## config.mk

```make
export PLATFORM = sky130hd
export DESIGN_NAME = fmap_stream_reader
export DESIGN_NICKNAME = d
export VERILOG_FILES = /design/src/rtl/fmap_pkg.sv /design/src/rtl/fmap_skid_fifo.sv /design/src/rtl/fmap_stream_reader.sv
export SDC_FILE = /design/constraint.sdc
export NUM_CORES = 1
export LEC_CHECK = 0
export ABC_AREA = 1
export CAP_MARGIN = 20
export CORE_ASPECT_RATIO = 1.5
export CORE_MARGIN = 2
export CORE_UTILIZATION = 55
export DETAILED_ROUTE_END_ITERATION = 8
export PLACE_DENSITY = 0.86
export SLEW_MARGIN = 10
export SYNTH_ARGS = -nofsm -noshare
export SYNTH_HDL_FRONTEND = slang
export SYNTH_HIERARCHICAL = 1
export SYNTH_SLANG_ARGS = --single-unit
```

## constraint.sdc

```tcl
create_clock -name clk -period 2.4 [get_ports clk]
set_input_delay 0.48 -clock clk [delete_from_list [all_inputs] [get_ports clk]]
set_output_delay 0.48 -clock clk [all_outputs]
set_load 0.005 [all_outputs]
```

## src/rtl/fmap_pkg.sv

```systemverilog
// Shared types and sizing helpers for the feature-map stream reader.
// Defaults match the 2x2 max-pool output buffer (32ch x 16x16, 4-bit).
package fmap_pkg;

  typedef enum logic [2:0] {
    IDLE,
    WAIT_UP,
    ISSUE,
    HOLD,
    DRAIN
  } state_e;

  localparam int DEF_CHANNELS = 32;
  localparam int DEF_HEIGHT   = 16;
  localparam int DEF_WIDTH    = 16;
  localparam int DEF_DATA_W   = 4;

  function automatic int fmap_total(input int channels, input int height, input int width);
    return channels * height * width;
  endfunction

  // A dimension of 1 still needs a one-bit counter.
  function automatic int cnt_width(input int n);
    return (n > 1) ? $clog2(n) : 1;
  endfunction

endpackage

```

## src/rtl/fmap_skid_fifo.sv

```systemverilog
// Two-entry valid/ready FIFO carrying an activation and its last flag.
// Entry 0 is always the head, so the output holds still while stalled.
module fmap_skid_fifo
  import fmap_pkg::*;
#(
  parameter int DATA_W = DEF_DATA_W
) (
  input  logic              clk,
  input  logic              rst_n,
  input  logic              push_valid,
  input  logic [DATA_W-1:0] push_data,
  input  logic              push_last,
  output logic              full,
  output logic              empty,
  output logic              m_valid,
  input  logic              m_ready,
  output logic [DATA_W-1:0] m_data,
  output logic              m_last
);

  logic [DATA_W-1:0] data0_q, data0_d, data1_q, data1_d;
  logic              last0_q, last0_d, last1_q, last1_d;
  logic [1:0]        count_q, count_d;
  logic              pop;

  always_comb begin
    data0_d = data0_q;
    data1_d = data1_q;
    last0_d = last0_q;
    last1_d = last1_q;
    count_d = count_q;
    pop     = (count_q != 2'd0) && m_ready;
    case ({push_valid, pop})
      2'b10: begin
        if (count_q == 2'd0) begin
          data0_d = push_data;
          last0_d = push_last;
        end else begin
          data1_d = push_data;
          last1_d = push_last;
        end
        count_d = count_q + 2'd1;
      end
      2'b01: begin
        data0_d = data1_q;
        last0_d = last1_q;
        count_d = count_q - 2'd1;
      end
      2'b11: begin
        // Head leaves while the new entry arrives; occupancy is unchanged.
        if (count_q == 2'd1) begin
          data0_d = push_data;
          last0_d = push_last;
        end else begin
          data0_d = data1_q;
          last0_d = last1_q;
          data1_d = push_data;
          last1_d = push_last;
        end
      end
      default: ;
    endcase
  end

  always_ff @(posedge clk or negedge rst_n) begin
    if (!rst_n) begin
      data0_q <= '0;
      data1_q <= '0;
      last0_q <= 1'b0;
      last1_q <= 1'b0;
      count_q <= 2'd0;
    end else begin
      data0_q <= data0_d;
      data1_q <= data1_d;
      last0_q <= last0_d;
      last1_q <= last1_d;
      count_q <= count_d;
    end
  end

  assign full    = (count_q == 2'd2);
  assign empty   = (count_q == 2'd0);
  assign m_valid = !empty;
  assign m_data  = data0_q;
  assign m_last  = last0_q;

endmodule

```

## src/rtl/fmap_stream_reader.sv

```systemverilog
// Starts the upstream layer, then reads its feature map element by element
// (channel/row/column order) and emits it as a valid/ready stream with last.
module fmap_stream_reader
  import fmap_pkg::*;
#(
  parameter int CHANNELS     = DEF_CHANNELS,
  parameter int HEIGHT       = DEF_HEIGHT,
  parameter int WIDTH        = DEF_WIDTH,
  parameter int DATA_W       = DEF_DATA_W,
  parameter int ADDR_W       = 32,
  parameter int READ_LATENCY = 1
) (
  input  logic              clk,
  input  logic              resetn,
  input  logic              start,
  output logic              busy,
  output logic              done,
  output logic              up_start,
  input  logic              up_done,
  output logic [ADDR_W-1:0] up_read_addr,
  input  logic [DATA_W-1:0] up_read_data,
  output logic              m_valid,
  input  logic              m_ready,
  output logic [DATA_W-1:0] m_data,
  output logic              m_last
);

  localparam int CH_W  = cnt_width(CHANNELS);
  localparam int ROW_W = cnt_width(HEIGHT);
  localparam int COL_W = cnt_width(WIDTH);

  state_e             state_q, state_d;
  logic [CH_W-1:0]    ch_q, ch_d;
  logic [ROW_W-1:0]   row_q, row_d;
  logic [COL_W-1:0]   col_q, col_d;
  logic [ADDR_W-1:0]  elem_q, elem_d;
  logic [ADDR_W-1:0]  addr_q, addr_d;
  logic [1:0]         hold_q, hold_d;
  logic               up_start_q, up_start_d;
  logic               push_valid;
  logic               fifo_full, fifo_empty;
  logic               is_last;

  assign is_last = (ch_q == CH_W'(CHANNELS - 1)) && (row_q == ROW_W'(HEIGHT - 1)) &&
                   (col_q == COL_W'(WIDTH - 1));

  // elem_q tracks ch*H*W + row*W + col incrementally, so no multiplier is needed.
  always_comb begin
    state_d    = state_q;
    ch_d       = ch_q;
    row_d      = row_q;
    col_d      = col_q;
    elem_d     = elem_q;
    addr_d     = addr_q;
    hold_d     = hold_q;
    up_start_d = 1'b0;
    push_valid = 1'b0;
    case (state_q)
      IDLE: begin
        if (start) begin
          up_start_d = 1'b1;
          state_d    = WAIT_UP;
        end
      end
      WAIT_UP: begin
        if (up_done) begin
          ch_d    = '0;
          row_d   = '0;
          col_d   = '0;
          elem_d  = '0;
          state_d = ISSUE;
        end
      end
      ISSUE: begin
        if (!fifo_full) begin
          addr_d  = elem_q;
          hold_d  = 2'(READ_LATENCY);
          state_d = HOLD;
        end
      end
      HOLD: begin
        if (hold_q == 2'd0) begin
          push_valid = 1'b1;
          elem_d     = is_last ? '0 : elem_q + ADDR_W'(1);
          if (col_q == COL_W'(WIDTH - 1)) begin
            col_d = '0;
            if (row_q == ROW_W'(HEIGHT - 1)) begin
              row_d = '0;
              ch_d  = (ch_q == CH_W'(CHANNELS - 1)) ? '0 : ch_q + CH_W'(1);
            end else begin
              row_d = row_q + ROW_W'(1);
            end
          end else begin
            col_d = col_q + COL_W'(1);
          end
          state_d = is_last ? DRAIN : ISSUE;
        end else begin
          hold_d = hold_q - 2'd1;
        end
      end
      DRAIN: begin
        if (fifo_empty) state_d = IDLE;
      end
      default: state_d = IDLE;
    endcase
  end

  always_ff @(posedge clk or negedge resetn) begin
    if (!resetn) begin
      state_q    <= IDLE;
      ch_q       <= '0;
      row_q      <= '0;
      col_q      <= '0;
      elem_q     <= '0;
      addr_q     <= '0;
      hold_q     <= 2'd0;
      up_start_q <= 1'b0;
    end else begin
      state_q    <= state_d;
      ch_q       <= ch_d;
      row_q      <= row_d;
      col_q      <= col_d;
      elem_q     <= elem_d;
      addr_q     <= addr_d;
      hold_q     <= hold_d;
      up_start_q <= up_start_d;
    end
  end

  fmap_skid_fifo #(
    .DATA_W(DATA_W)
  ) u_fifo (
    .clk       (clk),
    .rst_n     (resetn),
    .push_valid(push_valid),
    .push_data (up_read_data),
    .push_last (is_last),
    .full      (fifo_full),
    .empty     (fifo_empty),
    .m_valid   (m_valid),
    .m_ready   (m_ready),
    .m_data    (m_data),
    .m_last    (m_last)
  );

  // Done fires in the cycle right after the final beat leaves the FIFO.
  assign done         = (state_q == DRAIN) && fifo_empty;
  assign busy         = (state_q != IDLE);
  assign up_start     = up_start_q;
  assign up_read_addr = addr_q;

endmodule

```

==> impl_metrics.env, run 1 <==
export IMPL_status="completed"
export IMPL_crit_arrival_ns=1.83
export IMPL_core_um2=8881
export IMPL_avgSynthCellArea_um2=7.800
export IMPL_cts_root_buffer="clkbuf_16"
export IMPL_r2r_end="up_read_addr[28]"
export IMPL_die_width_um=82.09
export IMPL_hp_class="in2async"
export IMPL_hold_viol_final=0
export IMPL_total_power_mw=5.335
export IMPL_start_util_pct=56.65
export IMPL_ys_seq_area_share_pct=47.25
export IMPL_cts_hold_buf=0
export IMPL_powerDensity_nw_per_um2=898.0
export IMPL_post_cts_repair_setup_buffers=0
export IMPL_cts_sinks=95
export IMPL_synth_fp_nets=668
export IMPL_htreeDepth=3
export IMPL_crit_fanout=3
export IMPL_synth_async_reset_ratio_pct=100.0
export IMPL_met2WireLength_mm=6.307
export IMPL_area_delta_synth_final_pct=18.08
export IMPL_row_count=42
export IMPL_antennaDiodeCount=0
export IMPL_viasPerCell=5.415
export IMPL_cts_tree="done"
export IMPL_detailedPlacementHpwl_mm=8.746
export IMPL_worstReg2RegStart="state_q[0]"
export IMPL_endpoint="done"
export IMPL_cpMaxStageDelayCell="clkdlybuf4s50_1"
export IMPL_drt_met1_wl_mm=4.454
export IMPL_clk_path_buf_depth=2
export IMPL_insertion_delay_ns=0.35
export IMPL_wl_mm=11.60
export IMPL_critPathLaunchType="flop"
export IMPL_ir_drop_uv=1000
export IMPL_drc=0
export IMPL_ff2ff_path_depth=5
export IMPL_final_common_cell="nand2_1"
export IMPL_max_slew_margin_pct=47.75
export IMPL_slowest_delay_ns=0.54
export IMPL_cts_clk_slew_worst_paths_ns=0.06
export IMPL_ios=50
export IMPL_post_dp_cell_area_um2=5620
export IMPL_finalCritPeriodShare_pct=96.38
export IMPL_ys_ff_latch=95
export IMPL_wl_met3_um=334
export IMPL_yosysWarnings=6
export IMPL_die_area_um2=9944
export IMPL_port_buffers=49
export IMPL_cts_buffers=9
export IMPL_startpoint="u_fifo/count_q[1]"
export IMPL_dp_cells=798
export IMPL_die_h_um=121.1
export IMPL_crit_type="reg2out"
export IMPL_synth_flop_cell="dfrtp_1"
export IMPL_final_cell_mix="nand2_1 (176), dfrtp_1 (95), nor2_1 (86), inv_1 (82), clkdlybuf4s50_1 (48)"
export IMPL_leakage_nw=2.889
export IMPL_rrSetupSlack_ns=0.47
export IMPL_vias=4402
export IMPL_final_area_um2=5941
export IMPL_critPathRequiredTime_ns=1.92
export IMPL_skew_ns=0.006907
export IMPL_grt_pass1_wl_mm=19.82
export IMPL_fin_util_pct=66.89
export IMPL_maxClockFrequency_mhz=432.3
export IMPL_maxCapViolCount=0
export IMPL_fillers=746
export IMPL_drv_slew=0
export IMPL_grt_max_degree=49
export IMPL_crit_chain="inv_1 > ha_2 > inv_1 > nor4_2 > clkdlybuf4s50_1"
export IMPL_cp_end_kind="primary output"
export IMPL_setup_viol=0
export IMPL_crit_path_frequent_cell="inv_1"
export IMPL_dr_pass1_iters=5
export IMPL_post_drt_wl_per_cell_um=14.26
export IMPL_fin_ws_ns=0.08699
export IMPL_stdcell_count=813
export IMPL_synth_edf_count=0
export IMPL_grt_ovfl_total=0
export IMPL_track_usage_pct=26.04
export IMPL_layout_drive_gt1_share_pct=7.966
export IMPL_drt_iter0_markers=343
export IMPL_ant_nets=0
export IMPL_netlist_area_um2=5031
export IMPL_post_place_ws_ns=0.2054
export IMPL_grt_pass1_vias=4388
export IMPL_fin_tns_setup_ns=0
export IMPL_holdWs_ns=0.1516
export IMPL_rsz0062_at_grt="false"
export IMPL_period_needed_ns=2.313
export IMPL_nets=722
export IMPL_yosysUniqueCellTypes=36
export IMPL_grt_antenna_before_repair=0
export IMPL_worst_pin_slew_ns=0.7838
export IMPL_synthCells=645
export IMPL_topRoutingLayerUsed="met4"
export IMPL_place_gp_congestion=0.9516
-- synthesized netlist by cell type (2+ instances only) --
cell type | count | share of area (%)
nand2_1 | 176 | 13
dfrtp_1 | 95 | 47
nor2_1 | 86 | 6.4
inv_1 | 83 | 6.2
nand3_1 | 44 | 4.4
o21ai_0 | 41 | 4.1
nand4_1 | 17 | 2.1
a21oi_1 | 16 | 1.6
ha_1 | 14 | 3.5
nor3_1 | 9 | 0.90
o21ai_1 | 7 | 0.70
inv_2 | 5 | 0.37
mux2_2 | 5 | 1.1
mux2_4 | 5 | 1.5
nand2_2 | 5 | 0.62
buf_6 | 4 | 0.90
nor2_4 | 4 | 0.90
buf_2 | 3 | 0.30
clkbuf_1 | 3 | 0.22
xnor2_1 | 3 | 0.52
nor2_2 | 2 | 0.25
o21ai_2 | 2 | 0.35
or2_1 | 2 | 0.25
xor2_1 | 2 | 0.35
-- kinds of logic after synthesis --
group           after synthesis  share of synthesized area, %
fa+ha+maj                    14                         3.482
flops                        95                         47.25
compound gates               70                         7.287
buf+inv                     100                         8.431
xor+xnor                      5                        0.8706
simple gates                351                         30.07
mux                          10                         2.611
-- final cells by class --
class                           count  area (µm²)  share of cell area (%)
Tap cell                          110       137.6                   2.317
Multi-Input combinational cell    450        2238                   37.68
Clock buffer                        9       225.2                   3.791
Timing Repair Buffer               55       545.5                   9.183
Clock inverter                      6       86.33                   1.453
Sequential cell                    95        2377                   40.02
Inverter                           88       330.3                   5.560
-- worst max-delay path: cells and delay by family, from the launching register on --
| family | cells | cell delay (ns) |
|---|---|---|
| buf+inv | 3 | 0.72 |
| simple gates | 1 | 0.16 |
| fa+ha+maj | 1 | 0.21 |
| flops | 1 | 0.40 |
-- report_power, final --
| group | switching, mW | internal (mW) | total (mW) |
|---|---|---|---|
| clock | 0.601 | 0.904 | 1.50 |
| sequential | 0.178 | 1.82 | 2.00 |
| combinational | 1.20 | 0.628 | 1.83 |
| total | 1.98 | 3.36 | 5.33 |
-- worst min-delay path by stage --
stage	start	to	slack [ns]	cells after the start
final	resetn	up_read_addr[11]	0.15	1
after global routing	resetn	up_read_addr[11]	0.21	1
after CTS	resetn	up_read_addr[11]	0.17	1
after detailed placement	up_read_addr[14]	up_read_addr[14]	0.47	2
after global placement	up_read_addr[11]	up_read_addr[11]	0.46	2
after floorplan	resetn	ch_q[0]	0.18	0
-- metal layers --
layer	global-route usage [%]	vias to the layer above
met1	28.97	2090
met3	3.943	41
met2	45.93	111
met5	0	-
met4	14.69	0
li1	-	2160
-- sequential cells by signal, indices dropped and copies added, names as in the netlist --
name	flops
up_start	1
u_fifo/m_data	4
u_fifo/count_q	2
hold_q	2
row_q	4
col_q	4
u_fifo/last1_q	1
u_fifo/m_last	1
state_q	3
up_read_addr	32
ch_q	5
u_fifo/data1_q	4
elem_q	32
-- what timing repair did --
item,4_1_cts,5_1_grt
endpoints found under the hold margin,0,0
endpoints found under the setup margin,1,1
resized for setup,1,2
No activity file was read; power rests on OpenSTA's default activity.
==> run 2: changes to the inputs <==
- PLACE_DENSITY: 0.86 -> 0.87
- SYNTH_HIERARCHICAL: 1 -> unset
==> impl_metrics.env, run 2 <==
export IMPL_cpMaxStageDelayCell="dfrtp_1"
export IMPL_yosysUniqueCellTypes=37
export IMPL_clk_path_buf_depth=2
export IMPL_layout_drive_gt1_share_pct=9.718
export IMPL_crit_chain="inv_1 > ha_1 > clkinv_1 > buf_4 > nand2_1 > inv_1 > ha_1 > a21oi_1 > or2_2 > a31oi_1"
export IMPL_synth_area_leaders="dfrtp_1 (50%), nand2_1 (9.2%), nor2_1 (5.9%)"
export IMPL_grt_pass1_wl_mm=17.81
export IMPL_avgSynthCellArea_um2=8.343
export IMPL_yosysMostFrequentCell="nand2_1"
export IMPL_post_dp_cell_area_um2=5426
export IMPL_finalCritPeriodShare_pct=93.62
export IMPL_rsz0062_at_grt="true"
export IMPL_grt_max_degree=43
export IMPL_cts_buffers=9
export IMPL_setup_viol=0
export IMPL_post_cts_repair_setup_buffers=0
export IMPL_skew_ns=0.004764
export IMPL_die_width_um=80.26
export IMPL_detailedPlacementHpwl_mm=7.671
export IMPL_max_slew_margin_pct=65.66
export IMPL_total_power_mw=5.209
export IMPL_core_um2=8464
export IMPL_cts_clk_slew_worst_paths_ns=0.06
export IMPL_synthCells=575
export IMPL_viasPerCell=5.552
export IMPL_crit_fanout=7
export IMPL_ir_drop_uv=624.6
export IMPL_crit_type="reg2reg"
export IMPL_wl_mm=10.55
export IMPL_synth_flop_cell="dfrtp_1"
export IMPL_maxCapViolCount=0
export IMPL_yosysWarnings=0
export IMPL_grt_ovfl_total=0
export IMPL_row_count=41
export IMPL_place_gp_congestion=0.8581
export IMPL_drc=0
export IMPL_worst_pin_slew_ns=0.5151
export IMPL_cts_tree="done"
export IMPL_start_util_pct=56.67
export IMPL_slowest_delay_ns=0.41
export IMPL_vias=4136
export IMPL_synth_top_area_cell="dfrtp_1"
export IMPL_dr_pass1_iters=5
export IMPL_ys_ff_latch=95
export IMPL_status="completed"
export IMPL_drt_iter0_markers=278
export IMPL_antennaDiodeCount=0
export IMPL_grt_antenna_before_repair=0
export IMPL_final_common_cell="nand2_1"
export IMPL_maxClockFrequency_mhz=445.1
export IMPL_ios=50
export IMPL_die_area_um2=9501
export IMPL_netlist_area_um2=4797
export IMPL_crit_arrival_ns=2.45
export IMPL_cts_sinks=95
export IMPL_yosys_top_cells_count="nand2_1 (117), dfrtp_1 (95), nor2_1 (75), inv_1 (64), o21ai_0 (52)"
export IMPL_leakage_nw=2.610
export IMPL_cts_root_buffer="clkbuf_16"
export IMPL_hp_class="in2async"
export IMPL_ant_nets=0
export IMPL_hold_viol_final=0
export IMPL_critPathRequiredTime_ns=2.61
export IMPL_powerDensity_nw_per_um2=914.9
export IMPL_drv_slew=0
export IMPL_post_drt_wl_per_cell_um=14.16
export IMPL_track_usage_pct=24.03
export IMPL_synth_async_reset_ratio_pct=100.0
export IMPL_grt_pass1_vias=4133
export IMPL_die_h_um=118.4
export IMPL_insertion_delay_ns=0.34
export IMPL_final_cell_mix="nand2_1 (117), dfrtp_1 (95), nor2_1 (75), inv_1 (64), o21ai_0 (52)"
export IMPL_ys_seq_area_share_pct=49.56
export IMPL_final_area_um2=5694
export IMPL_cp_end_kind="flop"
export IMPL_period_needed_ns=2.247
export IMPL_synth_fp_nets=596
export IMPL_cts_hold_buf=0
export IMPL_htreeDepth=3
export IMPL_post_cts_resized=2
export IMPL_nets=655
export IMPL_synthDominantCellAreaShare_pct=49.56
export IMPL_critPathLaunchType="flop"
export IMPL_port_buffers=49
export IMPL_synth_edf_count=0
export IMPL_area_delta_synth_final_pct=18.70
run 2: changes by cell type after synthesis, sizes merged, moves of 3 or more:
cell / delta
nand3: -9
nand2: -58
xor2: +4
nor2: -9
nand3b: +3
inv: -19
o21ai: +7
nor3: +6
a31oi: +6
run 2: logic make-up (layout without fill, tap and decap cells):
logic type                 Yosys count  count (layout)  synth area share [%]
muxes                                8               8                 1.878
xor gates and xnor gates             9               9                 1.643
AOI/OAI and AO/OA                   84              84                 9.468
DFF                                 95              95                 49.56
and+or+nand+nor                    284             284                 26.92
adders and majority gates           12              12                 3.130
buffers and inverters               83             146                 7.407
run 2: critical path, delay by kind of cell (launching register included):
family / cells / cell delay (ns)
compound gates: 2 / 0.42
buf+inv: 4 / 0.54
simple gates: 2 / 0.33
fa+ha+maj: 2 / 0.42
flops: 1 / 0.41
run 2: stage by stage:
step                      utilization (%)  setup WS, ns  setup TNS, ns  hold slack [ns]  std cells
final                               67.27        0.1532              0           0.1147        745
after CTS                           67.23        0.1149              0           0.1239        745
after floorplan                         -        0.4373              0           0.1844        575
after global placement              64.11        0.2947              0           0.4557        730
after global routing                67.27      -0.05591        -0.3716           0.1550        745
after detailed placement            64.11        0.1254              0           0.4669        730
run 2: report_power, final:
part           internal, mW  switching (mW)
Clock                 0.725           0.559
Combinational         0.683            1.25
Sequential             1.83           0.171
Total                  3.23            1.98
run 2: final cells by class:
class,instances,area (µm²)
Clock buffer,14,254.0
Sequential cell,95,2377
Inverter,71,267.8
Clock inverter,1,5.005
Tap cell,107,133.9
Timing Repair Buffer,60,581.8
Multi-Input combinational cell,397,2074
Fill cell,690,2770
run 2: worst paths after layout:
kind	to	depth (start not counted)	slack, ns	from
min	elem_q[7]	1	0.11	resetn
max	u_fifo.m_data[1]	10	0.15	u_fifo.count_q[0]
max in group asynchronous	up_read_addr[22]	2	1.67	resetn
min in group clk	up_read_addr[27]	2	0.48	up_read_addr[27]
max reg2reg	u_fifo.m_data[1]	10	0.15	u_fifo.count_q[0]
min reg2reg	up_read_addr[27]	2	0.48	up_read_addr[27]
run 2: metal layers:
layer  global-route usage, %  wire length (µm)  vias up  part of all wire (%)
met5                       0                 0        -                     0
met4                   12.50               339        0                   3.2
met3                   6.031               579       40                   5.5
met2                   41.46              5658      171                    54
met1                   26.64              3972     1948                    38
li1                        -                 -     1977                     -
